--- src/rtl/phtime_multi.sv ---
// phtime_multi: multi-lane phase-time generator, NLANE phases per clock with coherent/continuous retune.
// Optional PHTIME_ERRCHK_EN adds a sticky err output driven by an accumulator-based reference checker.
module phtime_multi #(
    parameter int PHWIDTH   = 27,
    parameter int NLANE     = 4,
    parameter int TCNTWIDTH = 18,
    parameter int LATENCY   = 5
) (
    input  logic                     clk,
    input  logic                     reset,
    input  logic [PHWIDTH-1:0]       freq,
    input  logic [PHWIDTH-1:0]       phoff,
    input  logic                     mode,
    input  logic                     freq_wr,
    output logic [NLANE*PHWIDTH-1:0] phasetime,
    output logic                     valid
`ifdef PHTIME_ERRCHK_EN
    ,
    output logic                     err
`endif
);
    localparam logic [PHWIDTH-1:0] NL    = PHWIDTH'(NLANE);
    localparam logic [PHWIDTH-1:0] ONE   = PHWIDTH'(1);
    localparam logic [PHWIDTH-1:0] TMASK = PHWIDTH'((64'd1 << TCNTWIDTH) - 64'd1);
    localparam int                 ND    = LATENCY - 4;
    logic [PHWIDTH-1:0] r_freq, r_off, r_cnt, r_cw, r_base, r_acc;
    logic               r_mode;
    logic [PHWIDTH-1:0] w_freq, w_off, w_cw, w_base, w_lane0, w_t;
    logic               w_mode;
    logic [PHWIDTH-1:0] r1_f, r1_ts, r1_b, r1_off;
    logic [PHWIDTH-1:0] r2_f, r2_plo, r2_phi, r2_bo;
    logic [PHWIDTH-1:0] r3_f, r3_p0;
    logic [NLANE*PHWIDTH-1:0] r_dly [0:ND];
    logic [LATENCY-1:0] r_vld;
    // A strobe takes effect in its own cycle, so the pipeline sees the incoming settings directly.
    always_comb begin
        w_freq  = freq_wr ? freq : r_freq;
        w_off   = freq_wr ? phoff : r_off;
        w_mode  = freq_wr ? mode : r_mode;
        w_cw    = freq_wr ? r_cnt : r_cw;
        w_base  = freq_wr ? r_acc : r_base;
        w_t     = w_mode ? r_cnt - w_cw : r_cnt;
        w_lane0 = (freq_wr && !mode) ? freq * NL * r_cnt : r_acc;
    end
    // r_acc holds lane-0 phase (no offset) of the current cycle; it is the base for a continuous hop.
    always_ff @(posedge clk) begin
        if (reset) begin
            r_freq <= freq;
            r_off  <= phoff;
            r_mode <= 1'b0;
            r_cnt  <= '0;
            r_cw   <= '0;
            r_base <= '0;
            r_acc  <= '0;
        end else begin
            r_freq <= w_freq;
            r_off  <= w_off;
            r_mode <= w_mode;
            r_cnt  <= r_cnt + ONE;
            r_cw   <= w_cw;
            r_base <= w_base;
            r_acc  <= w_lane0 + NL * w_freq;
        end
    end
    // Time operand split at TCNTWIDTH; the two partial products recombine exactly modulo 2^PHWIDTH.
    always_ff @(posedge clk) begin
        if (reset) begin
            r1_f   <= '0;
            r1_ts  <= '0;
            r1_b   <= '0;
            r1_off <= '0;
            r2_f   <= '0;
            r2_plo <= '0;
            r2_phi <= '0;
            r2_bo  <= '0;
            r3_f   <= '0;
            r3_p0  <= '0;
            for (int i = 0; i <= ND; i++) r_dly[i] <= '0;
            r_vld  <= '0;
        end else begin
            r1_f   <= w_freq;
            r1_ts  <= NL * w_t;
            r1_b   <= w_mode ? w_base : '0;
            r1_off <= w_off;
            r2_f   <= r1_f;
            r2_plo <= r1_f * (r1_ts & TMASK);
            r2_phi <= r1_f * (r1_ts & ~TMASK);
            r2_bo  <= r1_b + r1_off;
            r3_f   <= r2_f;
            r3_p0  <= r2_plo + r2_phi + r2_bo;
            for (int k = 0; k < NLANE; k++) r_dly[0][k*PHWIDTH +: PHWIDTH] <= r3_p0 + PHWIDTH'(k) * r3_f;
            for (int i = 1; i <= ND; i++) r_dly[i] <= r_dly[i-1];
            r_vld  <= {r_vld[LATENCY-2:0], 1'b1};
        end
    end
    assign phasetime = r_dly[ND];
    assign valid     = r_vld[LATENCY-1];
`ifdef PHTIME_ERRCHK_EN
    logic [PHWIDTH-1:0] r_ref [0:LATENCY-1];
    logic [PHWIDTH-1:0] r_rf  [0:LATENCY-1];
    logic               r_err, w_bad;
    always_comb begin
        w_bad = 1'b0;
        for (int k = 0; k < NLANE; k++)
            if (phasetime[k*PHWIDTH +: PHWIDTH] != r_ref[LATENCY-1] + PHWIDTH'(k) * r_rf[LATENCY-1]) w_bad = 1'b1;
    end
    always_ff @(posedge clk) begin
        if (reset) begin
            for (int i = 0; i < LATENCY; i++) r_ref[i] <= '0;
            for (int i = 0; i < LATENCY; i++) r_rf[i] <= '0;
            r_err <= 1'b0;
        end else begin
            r_ref[0] <= w_lane0 + w_off;
            r_rf[0]  <= w_freq;
            for (int i = 1; i < LATENCY; i++) r_ref[i] <= r_ref[i-1];
            for (int i = 1; i < LATENCY; i++) r_rf[i] <= r_rf[i-1];
            r_err    <= r_err | (valid & w_bad);
        end
    end
    assign err = r_err;
`endif
endmodule

--- config.mk ---
export PLATFORM = sky130hd
export DESIGN_NAME = phtime_multi
export DESIGN_NICKNAME = d
export VERILOG_FILES = /design/src/rtl/phtime_multi.sv
export SDC_FILE = /design/constraint.sdc
export NUM_CORES = 2
export LEC_CHECK = 0
export CORE_ASPECT_RATIO = 1.25
export CORE_MARGIN = 8
export CORE_UTILIZATION = 65
export DETAILED_ROUTE_END_ITERATION = 12
export PLACE_DENSITY = 0.84
export SLEW_MARGIN = 10
export SYNTH_ARGS = -nofsm -noshare
export SYNTH_HDL_FRONTEND = slang
export SYNTH_SLANG_ARGS = --single-unit
--- constraint.sdc ---
create_clock -name clk -period 11.82 [get_ports clk]
set_input_delay 1.182 -clock clk [delete_from_list [all_inputs] [get_ports clk]]
set_output_delay 1.182 -clock clk [all_outputs]
set_load 0.02 [all_outputs]
==> flow_metrics.env <==
export IMPL_multi_input_area_um2=30300
export IMPL_crit_path_end_kind="flop"
export IMPL_power_total_mw=6.20
export IMPL_power_leakage_nw=23.2
export IMPL_ys_types=68
export IMPL_grt_pass1_wl_mm=181
export IMPL_globalplace_congestion=0.945
export IMPL_drt_iter0_markers=1889
export IMPL_slowest_delay_ns=0.94
export IMPL_dp_hpwl_mm=84.6
export IMPL_clock_skew_ns=0.0368
export IMPL_clk_pin_slew_ns=0.07
export IMPL_max_slew_worst_pin_slew_ns=1.08
export IMPL_crit_type="in2reg"
export IMPL_regArea_um2=12500
export IMPL_yosysWarningCount=0
export IMPL_yosys_top_cells_area="dfxtp_1, fa_1, ha_1"
export IMPL_cp_arrival_ns=9.62
export IMPL_cts_sinks=622
export IMPL_cp_common_cell="fa_1"
export IMPL_num_io_pins=167
export IMPL_h_tree_depth=2
export IMPL_hold_slack_ns=0.434
export IMPL_start_kind="input port"
export IMPL_ant_nets=0
export IMPL_critPathRequiredTime_ns=12.33
export IMPL_worst_path_max_fanout=26
export IMPL_clk_latency_ns=0.65
export IMPL_postCtsResizedCells=0
export IMPL_use_met1_pct=30.3
export IMPL_grt_use_total_pct=27.9
export IMPL_syn_area_per_cell_um2=9.21
export IMPL_ys_ff_latch=622
export IMPL_cp_slowest_cell="clkdlybuf4s50_1"
export IMPL_gr_total_overflow=0
export IMPL_vias=34000
export IMPL_synth_cells=5071
export IMPL_path_buf_inv=5
export IMPL_met2_usage_pct=49.2
export IMPL_areaGrowthSynthToFinish_pct=8.25
export IMPL_powerDensity_nw_per_um2=123
export IMPL_relSlewSlack_pct=27.9
export IMPL_fin_cells=6019
export IMPL_layout_drive_gt1_share_pct=5.33
export IMPL_cap_violations=0
export IMPL_ctsHoldBuffers=0
export IMPL_ys_seq_area_share_pct=26.7
export IMPL_antenna_found_initial=2
export IMPL_synth_top_cell_by_area="dfxtp_1"
export IMPL_maxSlewViolCount=0
export IMPL_grt_max_degree=210
export IMPL_peakVddDrop_uv=143
export IMPL_wl_mm=113
export IMPL_fin_tns_setup_ns=0
export IMPL_wl_per_cell_um=18.8
export IMPL_num_antenna_cells=0
export IMPL_start_util_pct=65.3
export IMPL_synthArstFlopShare_pct=0
export IMPL_setup_viol=0
export IMPL_critical_path_top_delay_family="adder cells"
export IMPL_hp_class="reg2reg"
export IMPL_syn_area_um2=46700
export IMPL_final_area_um2=50600
export IMPL_grt_busiest_layer="met2"
export IMPL_fin_crit_ns=9.11
export IMPL_fmaxAchievable_ghz=0.110
export IMPL_dp_cells=5907
export IMPL_min_period_over_period_pct=77.1
export IMPL_cts_made_buffers=60
export IMPL_final_hold_viol_count=0
export IMPL_first_global_vias=35300
export IMPL_n_fill_cell=5245
export IMPL_fp_row_count=110
export IMPL_clock_path_buffers=3
export IMPL_io_buffer_count=166
export IMPL_tritoncts="done"
export IMPL_use_met3_pct=4.40
export IMPL_drcViolationCount=0
export IMPL_dieArea_um2=80700
export IMPL_rsz0062_at_grt="no"
export IMPL_placed_area_um2=48300
export IMPL_coreArea_um2=71600
export IMPL_vias_per_cell=5.64
export IMPL_cts_root_buf="clkbuf_16"
export IMPL_postCtsSetupBuffers=0
export IMPL_status="completed"
export IMPL_dr_pass1_iters=6
export IMPL_synth_top_cell_area_share_pct=26.7
export IMPL_nNetsFinal=5949
export IMPL_syn_nets=6003
export IMPL_die_w_um=256
export IMPL_synth_main_ff_cell="dfxtp_1"
export IMPL_die_h_um=316
export IMPL_synth_edf_count=0
export IMPL_layout_common_cells="inv_1, dfxtp_1, nand2_1, fa_1, ha_1"
export IMPL_final_common_cell="inv_1"
stage by stage:
| step | worst slack [ns] | utilization [%] |
|---|---|---|
| 2_1_floorplan | 3.53 | - |
| 3_3_place_gp | 2.23 | 67.5 |
| 3_5_place_dp | 2.08 | 67.5 |
| 4_1_cts | 2.79 | 70.6 |
| 5_1_grt | 2.20 | 70.6 |
| 6_report | 2.71 | 70.6 |
power breakdown:
part / total [mW] / internal, mW / switching [mW]
Combinational: 1.59 / 0.672 / 0.921
Clock: 2.14 / 1.27 / 0.871
Sequential: 2.47 / 2.32 / 0.150
path summary, 6_finish.rpt:
check                           depth (start not counted)                        to                    start  slack [ns]
worst min-delay path                                    1  r_dly[0][173]$_SDFF_PP0_  r_dly[0][65]$_SDFF_PP0_        0.43
worst min register to register                          1  r_dly[0][173]$_SDFF_PP0_  r_dly[0][65]$_SDFF_PP0_        0.43
worst max register to register                         28      r_acc[25]$_SDFF_PP0_     r_cnt[15]$_SDFF_PP0_        3.59
worst max-delay path                                   29      r_acc[25]$_SDFF_PP0_                  freq[1]        2.71
final cells by class:
type,count,area share (%)
timing repair buffer,212,4.01
sequential,622,24.6
tap,952,2.36
multi-input combinational,3486,59.8
clock buffer,74,3.27
clock inverter,38,1.19
inverter,635,4.71
kinds of logic (layout without fill, tap and decap cells):
kind of cell	Yosys count	after routing	share of synthesized area, %
DFF	622	622	26.7
buffers and inverters	963	959	8.61
xor gates and xnor gates	273	273	5.15
and+or+nand+nor	1645	1645	17.2
AOI/OAI and AO/OA	528	528	7.22
adders and majority gates	874	874	31.4
muxes	166	166	3.79
routing by layer:
layer / share of wire, % / routed length [um] / vias to the layer above
li1: - / - / 15800
met1: 36 / 40400 / 16300
met2: 49 / 55400 / 1367
met3: 6.5 / 7310 / 476
met4: 8.7 / 9850 / 2
met5: 0.011 / 12 / -
worst reg2reg max path, delay by kind of cell, from the launching register on:
kind / cells / cell delay (ns)
buffers and inverters: 4 / 0.21
and+or+nand+nor: 5 / 0.86
DFF: 1 / 0.87
adders and majority gates: 9 / 4.18
AOI/OAI and AO/OA: 9 / 1.85
xor gates and xnor gates: 1 / 0.16
Yosys cell counts, drive strengths merged (3+ instances only):
cell,instances
nand3b,4
nor2b,248
o31a,8
o211ai,7
a211o,7
xor2,115
a31o,6
inv,635
or4,7
nand3,43
a21boi,8
xnor2,157
o2111ai,3
and3,25
nand4,11
dfxtp,622
or3,20
buf,123
nor4,3
and4,3
mux2i,80
clkbuf,205
and2,286
nor4b,3
nor2,337
nor3,77
a21o,74
o21bai,13
or2,11
a211oi,25
o31ai,9
a41oi,5
a221o,3
nand2,524
a2111oi,9
o21a,40
a21oi,160
a221oi,4
nand2b,36
mux2,86
a31oi,14
ha,378
o21ai,115
fa,496
nand4b,3
sequential cells by signal (all words and copies together) (netlist names), 5 cells and up:
signal and flops:
r1_b 27, r1_f 27, r1_off 27, r1_ts 25
r2_bo 27, r2_f 27, r2_phi 9, r2_plo 25
r3_f 27, r3_p0 27, r_acc 25, r_base 27
r_cnt 25, r_cw 25, r_dly 212, r_freq 27
r_off 27, r_vld 5
(Power assumes the default switching activity.)
